==> config.mk <==
export PLATFORM = sky130hd
export DESIGN_NAME = change_dispenser_flat
export DESIGN_NICKNAME = d
export VERILOG_FILES = /design/src/rtl/change_dispenser_pkg.sv /design/src/rtl/change_dispenser_if.sv /design/src/rtl/change_dispenser_coin_pick.sv /design/src/rtl/change_dispenser.sv /design/src/flat_wrapper.sv
export SDC_FILE = /design/constraint.sdc
export NUM_CORES = 1
export LEC_CHECK = 0
export ABC_CLOCK_PERIOD_IN_PS = 7900
export CORE_UTILIZATION = 40
export DETAILED_ROUTE_END_ITERATION = 16
export DONT_BUFFER_PORTS = 1
export PLACE_DENSITY = 0.53
export SKIP_LAST_GASP = 1
export SLEW_MARGIN = 20
export SYNTH_ARGS = -nofsm -noshare
export SYNTH_HDL_FRONTEND = slang
export SYNTH_SLANG_ARGS = --single-unit
==> constraint.sdc <==
create_clock -name clk -period 7.9 [get_ports clk]
set_input_delay 1.58 -clock clk [delete_from_list [all_inputs] [get_ports clk]]
set_output_delay 1.58 -clock clk [all_outputs]
set_load 0.02 [all_outputs]
==> src/rtl/change_dispenser_pkg.sv <==
// Shared types for the change dispenser: coin encodings, coin values, FSM states.
package vm_pkg;

  localparam int AMT_W = 8;

  localparam int V_LO  = 1;
  localparam int V_MID = 2;
  localparam int V_HI  = 5;

  typedef enum logic [1:0] {
    COIN_NONE = 2'b00,
    COIN_LO   = 2'b01,
    COIN_MID  = 2'b10,
    COIN_HI   = 2'b11
  } coin_t;

  typedef enum logic [2:0] {
    S_IDLE,
    S_VEND,
    S_PAY,
    S_GAP,
    S_DONE
  } state_t;

endpackage

==> src/rtl/change_dispenser_if.sv <==
// Command and coin-hopper signals between the control unit/hopper and the dispenser.
interface change_dispenser_if #(parameter int AMT_W = vm_pkg::AMT_W);

  logic             ldSelect;
  logic             refund;
  logic [AMT_W-1:0] payment;
  logic [AMT_W-1:0] price;
  logic [2:0]       hop_empty;
  logic             coin_ack;
  logic             coin_req;
  logic [1:0]       coin_type;
  logic             item_release;
  logic             busy;
  logic             done;
  logic             short;
  logic [AMT_W-1:0] owed;
  logic             err;

  modport slave (
    input  ldSelect, refund, payment, price, hop_empty, coin_ack,
    output coin_req, coin_type, item_release, busy, done, short, owed, err
  );

  modport master (
    output ldSelect, refund, payment, price, hop_empty, coin_ack,
    input  coin_req, coin_type, item_release, busy, done, short, owed, err
  );

endinterface

==> src/rtl/change_dispenser_coin_pick.sv <==
// Greedy coin selector: largest non-empty coin whose value fits in the remainder.
module coin_pick
  import vm_pkg::*;
#(
  parameter int AMT_W = vm_pkg::AMT_W,
  parameter int V_LO  = vm_pkg::V_LO,
  parameter int V_MID = vm_pkg::V_MID,
  parameter int V_HI  = vm_pkg::V_HI
) (
  input  logic [AMT_W-1:0] remain,
  input  logic [2:0]       hop_empty,
  output coin_t            coin_type,
  output logic [AMT_W-1:0] value,
  output logic             none
);

  logic [AMT_W-1:0] vals [3];
  logic [2:0]       ok;

  assign vals[0] = AMT_W'(V_LO);
  assign vals[1] = AMT_W'(V_MID);
  assign vals[2] = AMT_W'(V_HI);

  for (genvar gi = 0; gi < 3; gi++) begin : g_ok
    assign ok[gi] = !hop_empty[gi] && (remain >= vals[gi]);
  end

  always_comb begin
    coin_type = COIN_NONE;
    value     = '0;
    none      = 1'b1;
    if (ok[2]) begin
      coin_type = COIN_HI;
      value     = vals[2];
      none      = 1'b0;
    end else if (ok[1]) begin
      coin_type = COIN_MID;
      value     = vals[1];
      none      = 1'b0;
    end else if (ok[0]) begin
      coin_type = COIN_LO;
      value     = vals[0];
      none      = 1'b0;
    end
  end

endmodule

==> src/rtl/change_dispenser.sv <==
// Vend/refund sequencer: releases the item, then pays change one coin per req/ack.
module change_dispenser
  import vm_pkg::*;
#(
  parameter int AMT_W = vm_pkg::AMT_W,
  parameter int V_LO  = vm_pkg::V_LO,
  parameter int V_MID = vm_pkg::V_MID,
  parameter int V_HI  = vm_pkg::V_HI
) (
  input  logic            clk,
  input  logic            rst,
  change_dispenser_if.slave bus
);

  state_t           state_reg, state_next;
  logic [AMT_W-1:0] remain_reg, remain_next;
  logic             held_reg, held_next;
  coin_t            hold_type_reg, hold_type_next;
  logic [AMT_W-1:0] hold_val_reg, hold_val_next;
  logic             short_reg, short_next;
  logic [AMT_W-1:0] owed_reg, owed_next;
  logic             err_reg, err_next;

  coin_t            pick_type;
  logic [AMT_W-1:0] pick_val;
  logic             pick_none;
  logic             req_comb;
  coin_t            type_comb;
  logic             strobe, accept, underpay;

  coin_pick #(
    .AMT_W (AMT_W),
    .V_LO  (V_LO),
    .V_MID (V_MID),
    .V_HI  (V_HI)
  ) u_pick (
    .remain    (remain_reg),
    .hop_empty (bus.hop_empty),
    .coin_type (pick_type),
    .value     (pick_val),
    .none      (pick_none)
  );

  assign strobe   = bus.ldSelect || bus.refund;
  assign accept   = (state_reg == S_IDLE) && strobe;
  assign underpay = bus.ldSelect && !bus.refund && (bus.payment < bus.price);

  always_comb begin
    state_next     = state_reg;
    remain_next    = remain_reg;
    held_next      = held_reg;
    hold_type_next = hold_type_reg;
    hold_val_next  = hold_val_reg;
    short_next     = short_reg;
    owed_next      = owed_reg;
    req_comb       = 1'b0;
    type_comb      = COIN_NONE;
    err_next       = (accept && underpay) || ((state_reg != S_IDLE) && strobe);

    case (state_reg)
      S_IDLE: begin
        if (accept) begin
          short_next = 1'b0;
          owed_next  = '0;
          if (bus.refund || underpay) begin
            remain_next = bus.payment;
            state_next  = S_PAY;
          end else begin
            remain_next = bus.payment - bus.price;
            state_next  = S_VEND;
          end
        end
      end
      S_VEND: state_next = (remain_reg == '0) ? S_DONE : S_PAY;
      S_PAY: begin
        // The coin chosen on the first PAY cycle is latched so req/type stay stable until ack.
        if (held_reg) begin
          req_comb  = 1'b1;
          type_comb = hold_type_reg;
          if (bus.coin_ack) begin
            remain_next = remain_reg - hold_val_reg;
            held_next   = 1'b0;
            state_next  = S_GAP;
          end
        end else if (remain_reg == '0) begin
          state_next = S_DONE;
        end else if (pick_none) begin
          short_next = 1'b1;
          owed_next  = remain_reg;
          state_next = S_DONE;
        end else begin
          req_comb  = 1'b1;
          type_comb = pick_type;
          if (bus.coin_ack) begin
            remain_next = remain_reg - pick_val;
            state_next  = S_GAP;
          end else begin
            held_next      = 1'b1;
            hold_type_next = pick_type;
            hold_val_next  = pick_val;
          end
        end
      end
      S_GAP:   state_next = S_PAY;
      S_DONE:  state_next = S_IDLE;
      default: state_next = S_IDLE;
    endcase
  end

  always_ff @(posedge clk) begin
    if (!rst) begin
      state_reg     <= S_IDLE;
      remain_reg    <= '0;
      held_reg      <= 1'b0;
      hold_type_reg <= COIN_NONE;
      hold_val_reg  <= '0;
      short_reg     <= 1'b0;
      owed_reg      <= '0;
      err_reg       <= 1'b0;
    end else begin
      state_reg     <= state_next;
      remain_reg    <= remain_next;
      held_reg      <= held_next;
      hold_type_reg <= hold_type_next;
      hold_val_reg  <= hold_val_next;
      short_reg     <= short_next;
      owed_reg      <= owed_next;
      err_reg       <= err_next;
    end
  end

  assign bus.coin_req     = req_comb;
  assign bus.coin_type    = type_comb;
  assign bus.item_release = (state_reg == S_VEND);
  assign bus.busy         = (state_reg != S_IDLE);
  assign bus.done         = (state_reg == S_DONE);
  assign bus.short        = short_reg;
  assign bus.owed         = owed_reg;
  assign bus.err          = err_reg;

endmodule

==> src/flat_wrapper.sv <==
// flat-port wrapper written by rule: the top's interface ports become plain ports
module change_dispenser_flat import vm_pkg::*;
#(
  parameter int AMT_W = vm_pkg::AMT_W,
  parameter int V_LO  = vm_pkg::V_LO,
  parameter int V_MID = vm_pkg::V_MID,
  parameter int V_HI  = vm_pkg::V_HI
)
  (clk, rst, bus_ldSelect, bus_refund, bus_payment, bus_price, bus_hop_empty, bus_coin_ack, bus_coin_req, bus_coin_type, bus_item_release, bus_busy, bus_done, bus_short, bus_owed, bus_err);
  change_dispenser_if #(.AMT_W(AMT_W)) bus_i ();
  input  logic clk;
  input  logic rst;
  input wire logic [$bits(bus_i.ldSelect)-1:0] bus_ldSelect;
  input wire logic [$bits(bus_i.refund)-1:0] bus_refund;
  input wire logic [$bits(bus_i.payment)-1:0] bus_payment;
  input wire logic [$bits(bus_i.price)-1:0] bus_price;
  input wire logic [$bits(bus_i.hop_empty)-1:0] bus_hop_empty;
  input wire logic [$bits(bus_i.coin_ack)-1:0] bus_coin_ack;
  output wire logic [$bits(bus_i.coin_req)-1:0] bus_coin_req;
  output wire logic [$bits(bus_i.coin_type)-1:0] bus_coin_type;
  output wire logic [$bits(bus_i.item_release)-1:0] bus_item_release;
  output wire logic [$bits(bus_i.busy)-1:0] bus_busy;
  output wire logic [$bits(bus_i.done)-1:0] bus_done;
  output wire logic [$bits(bus_i.short)-1:0] bus_short;
  output wire logic [$bits(bus_i.owed)-1:0] bus_owed;
  output wire logic [$bits(bus_i.err)-1:0] bus_err;
  assign bus_i.ldSelect = bus_ldSelect;
  assign bus_i.refund = bus_refund;
  assign bus_i.payment = bus_payment;
  assign bus_i.price = bus_price;
  assign bus_i.hop_empty = bus_hop_empty;
  assign bus_i.coin_ack = bus_coin_ack;
  assign bus_coin_req = bus_i.coin_req;
  assign bus_coin_type = bus_i.coin_type;
  assign bus_item_release = bus_i.item_release;
  assign bus_busy = bus_i.busy;
  assign bus_done = bus_i.done;
  assign bus_short = bus_i.short;
  assign bus_owed = bus_i.owed;
  assign bus_err = bus_i.err;
  change_dispenser #(.AMT_W(AMT_W), .V_LO(V_LO), .V_MID(V_MID), .V_HI(V_HI)) u_core (.clk(clk), .rst(rst), .bus(bus_i));
endmodule
* Yosys cells after proc, flatten, opt, wreduce, memory -nomap -nowiden
Index checks and enable logic that the tools add are counted.
W data, S select, Z words.
** Storage, ports and cells
- Input bits :: 24
- Flip-flop bits (word level) :: 32
- Logic and storage cells :: 100
** Operators by class
- Equality and inequality tests :: 12
- Reductions and logical operators :: 22
- Muxes and demuxes :: 47
- Bitwise logic cells :: 4
- $lt $le $gt $ge :: 4
- $add $sub $neg :: 3
** Operators with widths (count)
- $mux W8 :: 11
- $pmux W8 S2 :: 2
- $mux W3 :: 7
- $mux W1 :: 17
- $mux W2 :: 8
- $sub A8 B8 Y8 :: 2
- $pmux W3 S4 :: 1
- $reduce_and A5 Y1 :: 2
- $ge A8 B1 Y1 const B :: 1
- $ge A8 B2 Y1 const B :: 1
- $ge A8 B3 Y1 const B :: 1
- $logic_and A1 B1 Y1 :: 8
- $logic_not A8 Y1 :: 1
- $lt A8 B8 Y1 :: 1
- $sub A8 B3 Y8 :: 1
- $eq A3 B2 Y1 const B :: 2
- $ne A3 B2 Y1 const B :: 2
- $reduce_and A6 Y1 :: 1
- $logic_not A1 Y1 :: 4
- $ne A2 B1 Y1 const B :: 2
- $ne A2 B2 Y1 const B :: 2
- $ne A4 B2 Y1 const B :: 1
- $not A1 Y1 :: 4
- $eq A3 B1 Y1 const B :: 1
- 7 further kinds :: 9

* Longest topological paths before layout
Gate-level depths: netlist of the first run.
- Word-level depth :: 11
- Depth in mapped cells :: 13
- Depth with buffers taken out :: 12

* By module
A second synthesis of the first run with hierarchy kept.
** Unflattened totals
- Cell total of the unflattened synthesis :: 295
- Area, all modules :: 2408.6 um2
** Modules (own cells, without submodules)
- change_dispenser :: sequential area each 640.6 um2, cells an instance 271, area an instance 2233.4 um2, times used 1
- coin_pick :: sequential area each 0.0 um2, cells an instance 24, area an instance 175.2 um2, times used 1

* Least setup slack after synthesis of the first run
No wires, ideal clock.
- Kind :: input -> output
- From :: input bus_hop_empty[1]
- To :: output bus_coin_type[1]
- Cell stages on the path :: 5
- Arrival :: 2.752 ns
- Setup slack :: 3.568 ns
- Cell sequence :: nor2b_1 > o311ai_2 > and2_1 > nand2_1 > a21oi_1
** Between the ends
- Word-level cells in the longest chain between the ends :: 8
- Elaborated cells between the ends (all ways) :: 10
- Those cells by class :: 8 x mux; 2 x reduce/logical
** RTL lines
- from (decl) :: RTL line flat_wrapper.sv:17 : input wire logic [$bits(bus_i.hop_empty)-1:0] bus_hop_empty;
- $logic_not A1 Y1 (*) :: RTL line change_dispenser_coin_pick.sv:25 : assign ok[gi] = !hop_empty[gi] && (remain >= vals[gi]);
- $logic_and A1 B1 Y1 (*) :: RTL line change_dispenser_coin_pick.sv:25
- $mux W2 or $mux W1 (tied branches) :: RTL line change_dispenser_coin_pick.sv:36 : end else if (ok[1]) begin
- $mux W2 or $mux W1 (tied branches) :: RTL line change_dispenser_coin_pick.sv:32 : if (ok[2]) begin
- $mux W2 (*) :: RTL line change_dispenser.sv:87 : end else if (pick_none) begin
- $mux W2 (*) :: RTL line change_dispenser.sv:85 : end else if (remain_reg == '0) begin
- $mux W2 (*) :: RTL line change_dispenser.sv:77 : if (held_reg) begin
- $mux W2 (*) :: RTL line change_dispenser.sv:60 : case (state_reg)
- to (decl) :: RTL line flat_wrapper.sv:20 : output wire logic [$bits(bus_i.coin_type)-1:0] bus_coin_type;
Mark *: on every way between the ends. The rest lies on a longest branch, timed or not.

* Worst setup path in the final report of the first run
Ends and elaborated chain as after synthesis.

==> flow_summary_export.csv, run 1 <==
group,metric,value,unit
synth,yosysMostFrequentCell,"nor2_1",
global_route,grt_first_pass_wirelength,8370,um
layout,area_growth,6.12,%
synth,netlist_area,2040,sq um
place,detailed_place_hpwl,3970,um
die,die_w,73.5,um
sta,slew_headroom,0.510,
routing,route.detailed.drc,0,
clock_tree,clock-root-buffer,"clkbuf_8",
clock_tree,htree_levels,1,
synth,synth-simple-area-share,0.228,
synth,syn_nets,296,
routing,wl_per_cell,15.9,um
sta,clock.fmax,224,MHz
place,finalWeightedCongestion,0.799,
routing,drt-total-wl,5140,um
synth,yosys.area.top_type_share,0.255,
global_route,grt_max_degree,22,
routing,via_per_inst,5.76,
clock_tree,clk_latency,0.28,ns
worst_setup_path,worstRegToRegCells,10,
die,num_rows,25,
global_route,antenna_found_initial,0,
min_path,hold_class,"reg2reg",
sta,fin_crit_sh,0.565,
synth,synth-seq-cells,26,
worst_setup_path,path_max_fanout,5,
min_path,min_from,"u_core.hold_type_reg[0]",
synth,synthMuxAreaShare,0.0257,
sta,slew_viol_final,0,
layout,finalNetCount,294,
clock_tree,cts.sinks,26,
synth,synth_common_cells,"nor2_1 (33), dfxtp_1 (26), inv_1 (21), a21oi_1 (17)",
min_path,holdPathEnd,"u_core.hold_type_reg[0]",
layout,drive_above_1_share,0.0977,
synth,ys_seq_area_frac,0.255,
clock_tree,postCtsSetupRepairBufs,0,
die,die_h,73.5,um
worst_setup_path,arrival,2.88,ns
die,pin_count,40,
synth,synth_xor_xnor_area_share,0.0171,
clock_tree,clkTransAtPathRegs,0.10,ns
worst_setup_path,startpoint_type,"primary input",
place,portBuffers,0,
synth,avgSynthCellArea,7.89,sq um
place,dp_slack,3.43,ns
sta,setup_tns,0,ns
power_and_ir_drop,finalPower,780,uW
layout,fillCellCount,533,
global_route,overflow,0,
die,die_area,5400,sq um
synth,synth_compound_area_frac,0.329,
synth,ys_types,57,
clock_tree,clock_path_buffers,2,
sta,layout_min_cycle_time,4.46,ns
worst_setup_path,worstSetupEndpointType,"output pin",
sta,worstMarginPinSlew,0.734,ns
global_route,grt_use_total,0.197,
worst_setup_path,path_class,"in2out",
synth,netlist_instances,259,
power_and_ir_drop,max-vdd-ir-drop,171,uV
worst_setup_path,r2r_setup_slack,4.24,ns
synth,synth_warnings,0,
outcome,status,"finished clean",
sta,setup_violations,0,
worst_setup_path,r2r-start,"u_core.remain_reg[4]",
place,dpl.cell_count,319,
synth,synth-edff-count,0,
die,core,4820,sq um
power_and_ir_drop,power.leakage,0.000862,uW
layout,fin_cells,323,
routing,drtIter0Drc,102,
synth,async_flop_share,0,
synth,synth_top_area_cell,"dfxtp_1",
layout,multi_input_area,1410,sq um
clock_tree,cts-hold-fix-buffers,0,
flow_run,max_cap_viol_count,0,
layout,seqCellArea,520,sq um
synth,synth_top_family_by_area,"compound AO/OA/AOI/OAI gates",
sta,rsz0062_at_grt,"false",
layout,final_util,0.450,
layout,antenna_cells,0,
synth,synth_fa_ha_area_frac,0.0869,
worst_setup_path,r2r-end,"u_core.remain_reg[6]",
die,initial_core_util,0.424,
sta,skew,0.00830,ns
synth,yosys-top-cells-area,"dfxtp_1 (25%), ha_1 (6.7%), nor2_1 (6.1%)",
power_and_ir_drop,p_per_area,359,nW/um^2
sta,finalWorstSetupSlack,3.44,ns
routing,vias,1861,
worst_setup_path,required,6.32,ns
routing,drt_pass1_iterations,4,
clock_tree,post_cts_resized,0,
min_path,hold_depth,2,
clock_tree,cts_buffers,3,
synth,yosys_most_used_dff,"dfxtp_1",
sta,hold_viol,0,
clock_tree,cts_tree,"done",
global_route,grt_pass1_vias,1783,
routing,ant_nets,0,
-- routing by layer --
| layer | share of wire | vias up | track usage |
|---|---|---|---|
| li1 | - | 958 | - |
| met1 | 0.49 | 868 | 0.266 |
| met2 | 0.46 | 29 | 0.330 |
| met3 | 0.032 | 6 | 0.0329 |
| met4 | 0.0082 | 0 | 0.0385 |
| met5 | 0 | - | 0 |
-- worst max-delay path, stage by stage --
cell      delay, ns
nor2b_1        0.12
o311ai_2       0.46
and2_1         0.26
nand2_1        0.07
a21oi_1        0.40
-- cell usage in the layout, fill, tap and decap left out, types with 2 or more instances in the layout --
cell        n
o21ai_0    13
a22oi_1    11
nand3_1     2
o211a_1     2
nor2_1     33
a2111oi_2   2
a32o_1      2
a31oi_1     3
dfxtp_1    26
o21ai_1     4
a211oi_1    6
or3b_2      3
and2_1      3
nor2b_1     4
mux2i_1     3
o211ai_1    3
nand2b_1    4
a21oi_1    17
buf_4       3
and3_1      3
nor3b_1     3
or3_1       2
ha_1       11
a2111oi_0   4
o22ai_1     3
inv_1      21
nand2_1    12
clkbuf_8    4
xnor2_1     3
nor3_1     13
o221a_1     2
mux2_2      2
fa_1        2
a21o_1      3
-- final cells by class --
type / instances / area share
Tap cell: 67 / 0.0386
Sequential cell: 26 / 0.240
Timing Repair Buffer: 3 / 0.0104
Inverter: 21 / 0.0363
Clock buffer: 4 / 0.0254
Multi-Input combinational cell: 202 / 0.649
-- worst max path at each step --
stage                          start  slack (ns)               end  cells after the start
floorplan           bus_hop_empty[1]        3.57  bus_coin_type[1]                      5
CTS                 bus_hop_empty[1]        3.42  bus_coin_type[1]                      5
global placement    bus_hop_empty[1]        3.45  bus_coin_type[1]                      5
detailed placement  bus_hop_empty[1]        3.43  bus_coin_type[1]                      5
finish              bus_hop_empty[1]        3.44  bus_coin_type[1]                      5
global route        bus_hop_empty[1]        3.35  bus_coin_type[1]                      5
-- power breakdown --
| part | switching [uW] | total [uW] | leakage [uW] | internal (uW) |
|---|---|---|---|---|
| Combinational | 277 | 467 | 0.000621 | 190 |
| Clock | 46.7 | 91.5 | 0.0000288 | 44.7 |
| Sequential | 57.2 | 221 | 0.000212 | 164 |
-- per-stage QoR --
stage	instance area [sq um]	hold WS [ns]
after floorplan	2040	0.436
after global placement	2110	0.446
final	2170	0.461
after detailed placement	2110	0.452
after global routing	2170	0.481
after CTS	2170	0.466
-- logic make-up after synthesis --
logic type,Yosys count
flip-flops,26
adder cells (fa/ha/maj),13
AND/OR/NAND/NOR,90
buffers and inverters,31
multiplexers,5
AO/OA/AOI/OAI,90
XOR/XNOR,4
(Power assumes the default switching activity.)
==> inputs of run 2 (changes only) <==
- ABC_CLOCK_PERIOD_IN_PS: 7900 -> 3700
- PLACE_DENSITY: 0.53 -> 0.55
- clock period: 7.9 -> 3.7 ns (I/O delays scaled with it)
==> run 2 against run 1 <==
Effect of this change:
- total power is 110% higher
- non-clock buffer count up 3
- worst hold slack improved by 0.0019 ns
- clock skew is 0.0036 ns lower
- die area unchanged
- flip-flop and latch count is the same
- combinational power increased by 120%
- utilization increased by 0.18 points
- register-to-register slack got worse by 4.0 ns
- critical path depth grew 7
- global-route usage rose by 0.49 points
- critical endpoint is now u_core.remain_reg[6]
==> flow_summary_export.csv, run 2 (synthesis gave the netlist of run 1 again) <==
group,metric,value,unit
outcome,status,"finished clean",
place,detailed_place_hpwl,4030,um
layout,area_growth,6.55,%
clock_tree,clk_latency,0.27,ns
die,initial_core_util,0.424,
power_and_ir_drop,combinationalPowerShare,0.624,
layout,layout_commonest_cell,"nor2_1",
routing,wl_per_cell,15.9,um
min_path,hold_class,"reg2reg",
worst_setup_path,worstRegToRegCells,12,
sta,hold_viol,0,
worst_setup_path,r2r_setup_slack,0.25,ns
worst_setup_path,path_common_cell,"a21oi_1",
clock_tree,clkTransAtPathRegs,0.09,ns
routing,via_per_inst,5.84,
sta,rsz0062_at_grt,"false",
clock_tree,clock-root-buffer,"clkbuf_8",
power_and_ir_drop,intPower,849,uW
sta,slew_viol_final,0,
worst_setup_path,cp_top_family,"simple AND/OR/NAND/NOR gates",
worst_setup_path,r2r-start,"u_core.remain_reg[1]",
clock_tree,cts_tree,"done",
flow_run,max_cap_viol_count,0,
worst_setup_path,r2r-end,"u_core.remain_reg[6]",
place,dp_slack,0.311,ns
sta,worstMarginPinSlew,0.744,ns
worst_setup_path,startpoint_type,"register",
power_and_ir_drop,power.switching,814,uW
worst_setup_path,cp_slowest_stage_delay,0.62,ns
global_route,grt_first_pass_wirelength,8510,um
routing,drt_pass1_iterations,5,
sta,clock.fmax,290,MHz
global_route,grt_use_total,0.202,
global_route,grt_max_degree,22,
sta,setup_tns,0,ns
worst_setup_path,worstPathCellList,"or4_4, nor2_1, mux2_2, a21oi_1, a21oi_1, ha_1, fa_1, nor2b_1, nor3_1, or4b_2, a21oi_1, o22ai_1",
die,num_rows,25,
layout,drive_above_1_share,0.105,
power_and_ir_drop,seqPwrFrac,0.276,
place,finalWeightedCongestion,0.877,
power_and_ir_drop,power.leakage,0.000869,uW
clock_tree,clock_path_buffers,2,
worst_setup_path,arrival,3.61,ns
sta,fin_hold_ws,0.463,ns
sta,layout_min_cycle_time,3.45,ns
routing,drtIter0Drc,94,
die,core,4820,sq um
clock_tree,post_cts_resized,0,
layout,antenna_cells,0,
min_path,hold_depth,2,
sta,setup_violations,0,
sta,skew,0.00465,ns
sta,slew_headroom,0.503,
power_and_ir_drop,p_per_area,764,nW/um^2
global_route,antenna_found_initial,0,
layout,mostFrequentLayoutCells,"nor2_1 (33), dfxtp_1 (26), inv_1 (21)",
die,pin_count,40,
min_path,min_from,"u_core.hold_type_reg[0]",
clock_tree,cts_buffers,3,
power_and_ir_drop,max-vdd-ir-drop,485,uV
power_and_ir_drop,pwr-share-clk,0.100,
clock_tree,postCtsSetupRepairBufs,0,
worst_setup_path,crit_buf_inv,0,
clock_tree,htree_levels,1,
worst_setup_path,crit_slowest_cell,"or4b_2",
place,portBuffers,0,
power_and_ir_drop,netSwitchingFraction,0.489,
layout,finalNetCount,297,
global_route,grt_pass1_vias,1770,
worst_setup_path,required,3.86,ns
worst_setup_path,worstSetupEndpointType,"register",
routing,vias,1898,
worst_setup_path,path_max_fanout,8,
die,die_h,73.5,um
global_route,overflow,0,
sta,finalWorstSetupSlack,0.253,ns
sta,fin_crit_sh,0.932,
die,die_w,73.5,um
place,dpl.cell_count,322,
clock_tree,cts.sinks,26,
routing,route.detailed.drc,0,
die,die_area,5400,sq um
worst_setup_path,worstSetupPathDepth,12,
clock_tree,cts-hold-fix-buffers,0,
layout,fin_cells,325,
min_path,holdPathEnd,"u_core.hold_type_reg[0]",
worst_setup_path,path_class,"reg2reg",
routing,ant_nets,0,
routing,drt-total-wl,5150,um
-- run 2: cell count changes in the layout (fill, tap and decap cells not counted), sizes merged --
cell	previous run	this run
buf	3	6
clkbuf	4	3
-- run 2: tightest hold or removal path, stage by stage (launching register included) --
cell,delay (ns)
dfxtp_1,0.32
nand2_1,0.05
a21oi_1,0.05
-- run 2: area by class of cell --
type                    count  area, sq um
fillers                   517         2640
multi-input cells         202         1410
flip-flops and latches     26          520
well taps                  67         83.8
inverters                  21         78.8
repair buffers              6         45.0
clock buffers               3         41.3
-- run 2: worst max path at each step --
stage	start	endpoint
finish	u_core.remain_reg[1]	u_core.remain_reg[6]
floorplan	u_core.remain_reg[4]	u_core.remain_reg[7]
global route	u_core.remain_reg[1]	u_core.remain_reg[6]
detailed placement	u_core.remain_reg[1]	u_core.remain_reg[4]
global placement	u_core.remain_reg[1]	u_core.remain_reg[4]
CTS	u_core.remain_reg[1]	u_core.remain_reg[6]
-- run 2: layer usage --
layer | routed length (um) | share of wire | vias up | track usage
met3 | 200 | 0.039 | 6 | 0.0343
met4 | 51 | 0.0099 | 0 | 0.0385
li1 | - | - | 963 | -
met1 | 2470 | 0.48 | 891 | 0.281
met2 | 2430 | 0.47 | 38 | 0.329
met5 | 0 | 0 | - | 0
-- run 2: through the flow --
step | total power, uW | util | cell area [sq um]
6_report | 1660 | 0.452 | 2180
5_1_grt | 1810 | 0.452 | 2180
4_1_cts | 1670 | 0.452 | 2180
3_5_place_dp | 1500 | 0.444 | 2140
3_3_place_gp | 1500 | 0.444 | 2140
2_1_floorplan | 1240 | - | 2040
-- run 2: power by group through the flow --
stage | Sequential, uW | Combinational (uW) | Clock [uW]
finish | 459 | 1040 | 166
global route | 472 | 1160 | 185
CTS | 460 | 1040 | 171
detailed placement | 466 | 1030 | 0
global placement | 469 | 1030 | 0
floorplan | 430 | 812 | 0
==> inputs of run 3 (changes only) <==
- CORE_ASPECT_RATIO: default -> 0.7
==> run 3 against run 2 <==
Effect of this change:
- clock-buffer cell count is the same
- global-route usage grew 0.91 points
- combinational power is essentially flat
- sequential share of layout area shrank 0.43 points
- flip-flop and latch count is the same
- final cell count grew 1.2%
- maximum frequency grew 0.23%
- critical path type unchanged
- critical endpoint unchanged
==> flow_summary_export.csv, run 3 (synthesis gave the netlist of run 1 again) <==
group,metric,value,unit
clock_tree,clk_latency,0.28,ns
layout,antenna_cells,0,
worst_setup_path,path_max_fanout,8,
routing,route.detailed.drc,0,
layout,mostFrequentLayoutCells,"nor2_1 (33), dfxtp_1 (26), inv_1 (21)",
layout,fin_cells,329,
worst_setup_path,startpoint_type,"register",
layout,finalNetCount,298,
worst_setup_path,worstPathCellList,"or4_4, nor2_1, mux2_2, a21oi_1, a21oi_1, ha_1, fa_1, nor2b_1, nor3_1, or4b_2, a21oi_1, o22ai_1",
routing,drt_pass1_iterations,4,
die,num_rows,21,
routing,ant_nets,0,
global_route,grt_pass1_vias,1710,
worst_setup_path,arrival,3.61,ns
place,dpl.cell_count,325,
sta,layout_min_cycle_time,3.44,ns
routing,via_per_inst,5.81,
clock_tree,cts_buffers,3,
layout,fin_area,2220,sq um
worst_setup_path,worstSetupEndpointType,"register",
die,die_h,61.8,um
outcome,status,"finished clean",
clock_tree,cts_tree,"done",
routing,drtIter0Drc,106,
die,core,4830,sq um
place,placed_cell_area,2150,sq um
die,initial_core_util,0.423,
worst_setup_path,required,3.87,ns
routing,drt-total-wl,5460,um
power_and_ir_drop,power.leakage,0.000888,uW
sta,hold_viol,0,
sta,setup_violations,0,
place,detailed_place_hpwl,4230,um
layout,drive_above_1_share,0.112,
sta,clock.fmax,291,MHz
die,die_w,87.5,um
clock_tree,post_cts_resized,0,
clock_tree,clock_path_buffers,2,
global_route,grt_first_pass_wirelength,8660,um
layout,multi_input_area,1410,sq um
worst_setup_path,path_class,"reg2reg",
layout,seqCellArea,520,sq um
global_route,grt_use_total,0.211,
min_path,hold_class,"reg2reg",
layout,fillCellCount,515,
die,die_area,5410,sq um
routing,wl_per_cell,16.6,um
clock_tree,cts.sinks,26,
clock_tree,clkTransAtPathRegs,0.10,ns
clock_tree,postCtsSetupRepairBufs,0,
flow_run,max_cap_viol_count,0,
sta,fin_crit_sh,0.929,
sta,rsz0062_at_grt,"false",
place,finalWeightedCongestion,0.872,
sta,worstMarginPinSlew,0.779,ns
routing,vias,1912,
clock_tree,cts-hold-fix-buffers,0,
global_route,antenna_found_initial,0,
worst_setup_path,crit_slowest_cell,"or4b_2",
clock_tree,clock-root-buffer,"clkbuf_8",
sta,skew,0.00760,ns
place,portBuffers,0,
worst_setup_path,path_common_cell,"a21oi_1",
layout,area_growth,8.51,%
power_and_ir_drop,p_per_area,792,nW/um^2
sta,slew_viol_final,0,
global_route,grt_max_degree,22,
sta,slew_headroom,0.480,
sta,setup_tns,0,ns
worst_setup_path,cp_slowest_stage_delay,0.61,ns
clock_tree,htree_levels,1,
global_route,overflow,0,
die,pin_count,40,
power_and_ir_drop,max-vdd-ir-drop,336,uV
layout,layout_commonest_cell,"nor2_1",
## run 3: final cells by class
type                       count  area share
inverter                      21      0.0355
multi-input combinational    202       0.635
clock inverter                 1      0.0135
timing repair buffer           7      0.0237
sequential                    26       0.235
clock buffer                   3      0.0186
tap                           69      0.0389
## run 3: metrics by stage
step / hold slack (ns) / setup slack, ns / total power [uW] / util
3_3_place_gp: 0.453 / 0.385 / 1510 / 0.444
3_5_place_dp: 0.454 / 0.291 / 1510 / 0.444
6_report: 0.460 / 0.261 / 1760 / 0.459
2_1_floorplan: 0.436 / 0.335 / 1240 / -
5_1_grt: 0.501 / 0.0701 / 1890 / 0.459
4_1_cts: 0.467 / 0.280 / 1750 / 0.459
## run 3: metal layers
metal / vias to the layer above / GRT usage / wire length, um
met5: - / 0 / 0
met4: 0 / 0.0351 / 30
met3: 4 / 0.0410 / 321
met2: 49 / 0.302 / 2130
met1: 888 / 0.327 / 2970
li1: 971 / - / -
## run 3: path summary, 6_finish.rpt
check	start	to	slack, ns	cells past startpoint
worst min-delay path	u_core.hold_type_reg[0]	u_core.hold_type_reg[0]	0.46	2
worst max register to register	u_core.remain_reg[1]	u_core.remain_reg[6]	0.26	12
worst max-delay path	u_core.remain_reg[1]	u_core.remain_reg[6]	0.26	12
worst min register to register	u_core.hold_type_reg[0]	u_core.hold_type_reg[0]	0.46	2
## run 3: worst max-delay path: cells and delay by family, from the launching register on
kind,cells,cell delay (ns)
adder cells (fa/ha/maj),2,0.48
AND/OR/NAND/NOR,5,1.74
flip-flops,1,0.39
AO/OA/AOI/OAI,4,0.55
multiplexers,1,0.17
## run 3: power breakdown
part	total, uW	switching (uW)	internal (uW)	leakage [uW]
sequential	465	115	350	0.000212
clock	242	96.7	145	0.0000357
combinational	1050	616	434	0.000640
==> RTL change, RTL diff (config.mk and constraints of run 2) <==
`hold_val_reg` no longer has a reset.
--- a/src/rtl/change_dispenser.sv
+++ b/src/rtl/change_dispenser.sv
@@ -113,7 +113,6 @@
       remain_reg    <= '0;
       held_reg      <= 1'b0;
       hold_type_reg <= COIN_NONE;
-      hold_val_reg  <= '0;
       short_reg     <= 1'b0;
       owed_reg      <= '0;
       err_reg       <= 1'b0;
@@ -122,11 +121,14 @@
       remain_reg    <= remain_next;
       held_reg      <= held_next;
       hold_type_reg <= hold_type_next;
-      hold_val_reg  <= hold_val_next;
       short_reg     <= short_next;
       owed_reg      <= owed_next;
       err_reg       <= err_next;
     end
+  end
+
+  always_ff @(posedge clk) begin
+    hold_val_reg <= hold_val_next;
   end
 
   assign bus.coin_req     = req_comb;
Formal check against the unedited RTL: no difference found for any inputs over 4 cycles, from zero or initial values and one cycle with rst low; that may be too few to reach the edited logic, so the function may still have changed.
==> RTL change against run 2 <==
Routed wire length is 3.2% lower. Clock skew is 0.0021 ns higher. Sequential cell count is 1 higher. Utilization is 0.070 points higher. Worst setup slack better by 0.17 ns. Global-route usage is 0.28 points lower. Synthesized area is 1.7% higher. Cell count is 2.2% lower. Final area is 0.80% higher. Via count is 4.8% lower. Die area is 1.7% higher. Power is 6.3% higher. Critical endpoint is now u_core.remain_reg[4].
==> RTL change: results <==
group,metric,value,unit
detailed_routing,drt_wl_total,4990,microns
worst_setup_path,rr_worst_depth,13,
worst_setup_path,cp_top_family,"compound AO/OA/AOI/OAI gates",
yosys,syn_nets,288,
yosys,ys_seq_area_share,27.4,%
final_layout,final.fill_count,500,
global_route,grt_max_degree,23,
yosys,yosys-top-cells-area,"dfxtp_1 23%, ha_1 6.6%, mux2i_1 5.8%",
worst_setup_path,slowest_stage,"fa_1",
detailed_routing,drtIter0Drc,96,
global_route,grtUsageTotal,19.9,%
global_route,grt_pass1_vias,1758,
detailed_routing,drtPass1Iterations,4,
worst_hold_path,hold_depth,2,
worst_setup_path,crit_path_max_fanout,6,
power_and_ir_drop,vdd_ir_drop_max,0.278,mV
final_layout,n_antenna_cell,0,
clock_tree,clk_latency,0.28,ns
final_layout,drive_gt1_share,7.57,%
power_and_ir_drop,p_leak,0.000839,uW
clock_tree,clock_path_buffers,2,
detailed_routing,viasPerCell,5.68,
worst_setup_path,max_stage_delay,0.40,ns
outcome,status,"finished, final reports clean",
global_route,grt_first_pass_wirelength,8360,microns
worst_setup_path,critPathArrivalTime,3.48,ns
placed_design,place_congestion,0.812,
timing,skew,0.00677,ns
placed_design,dp_hpwl,3820,microns
yosys,ys_types,62,
timing,worst_pin_slew,0.763,ns
power_and_ir_drop,p_sw,875,uW
yosys,yosysWarnings,0,
clock_tree,cts_resized,0,
yosys,synth_commonest_cells,"32 x nand2_1, 25 x nor2_1, 24 x dfxtp_1, 18 x inv_1, 14 x a21oi_1",
yosys,ys_async_sr_fraction,0,%
yosys,synth_edf_count,3,
## RTL change: final cells by class
| class | instances | share of cell area (%) |
|---|---|---|
| tap | 67 | 3.82 |
| multi-input combinational | 200 | 64.6 |
| timing repair buffer | 1 | 0.342 |
| sequential | 27 | 26.0 |
| clock buffer | 4 | 2.05 |
| inverter | 19 | 3.25 |
## RTL change: worst paths after layout
| check | slack, ns | endpoint | startpoint |
|---|---|---|---|
| worst max-delay path | 0.42 | u_core.remain_reg[4] | u_core.remain_reg[4] |
| worst min-delay path | 0.47 | u_core.hold_type_reg[0] | u_core.hold_type_reg[0] |
| worst max register to register | 0.42 | u_core.remain_reg[4] | u_core.remain_reg[4] |
| worst min register to register | 0.47 | u_core.hold_type_reg[0] | u_core.hold_type_reg[0] |
## RTL change: routing by layer
layer / vias to the layer above / track usage, % / part of all wire, %
li1: 919 / - / -
met1: 836 / 27.0 / 49
met2: 45 / 32.0 / 46
met3: 7 / 3.93 / 4.1
met4: 0 / 5.77 / 1.3
met5: - / 0 / 0
## RTL change: worst reg2reg max path, cell delays in order (launching register included)
cell	delay [ns]
dfxtp_1	0.36
or2_4	0.30
nor4_4	0.26
and2_1	0.22
mux2i_1	0.23
o21bai_2	0.11
mux2_2	0.28
ha_1	0.22
fa_1	0.40
o21ai_0	0.40
a21boi_0	0.15
o21ai_0	0.09
a32oi_1	0.11
o31ai_1	0.07
## RTL change: metrics by stage
stage / instances / instance area [sq um] / setup WS [ns] / power, uW / utilization, %
floorplan: 251 / 2080 / 0.766 / 1370 / -
global placement: 314 / 2150 / 0.559 / 1600 / 44.4
detailed placement: 314 / 2150 / 0.494 / 1590 / 44.4
CTS: 318 / 2200 / 0.423 / 1780 / 45.3
global route: 318 / 2200 / 0.270 / 1920 / 45.3
finish: 318 / 2200 / 0.419 / 1770 / 45.3
## RTL change: cells by family (layout without fill, tap and decap cells)
kind of cell	count (synthesis)	after routing	share of synthesized area [%]
simple gates	95	95	23.6
buf+inv	24	24	4.39
mux	14	14	6.86
fa+ha+maj	13	13	8.54
compound gates	71	71	26.2
xor+xnor	7	7	2.95
flops	27	27	27.4
## RTL change: power groups by stage
stage	Clock [uW]	Combinational [uW]	Sequential, uW
floorplan	0	889	478
global placement	0	1080	521
detailed placement	0	1070	519
CTS	179	1090	513
global route	191	1200	528
finish	172	1080	514
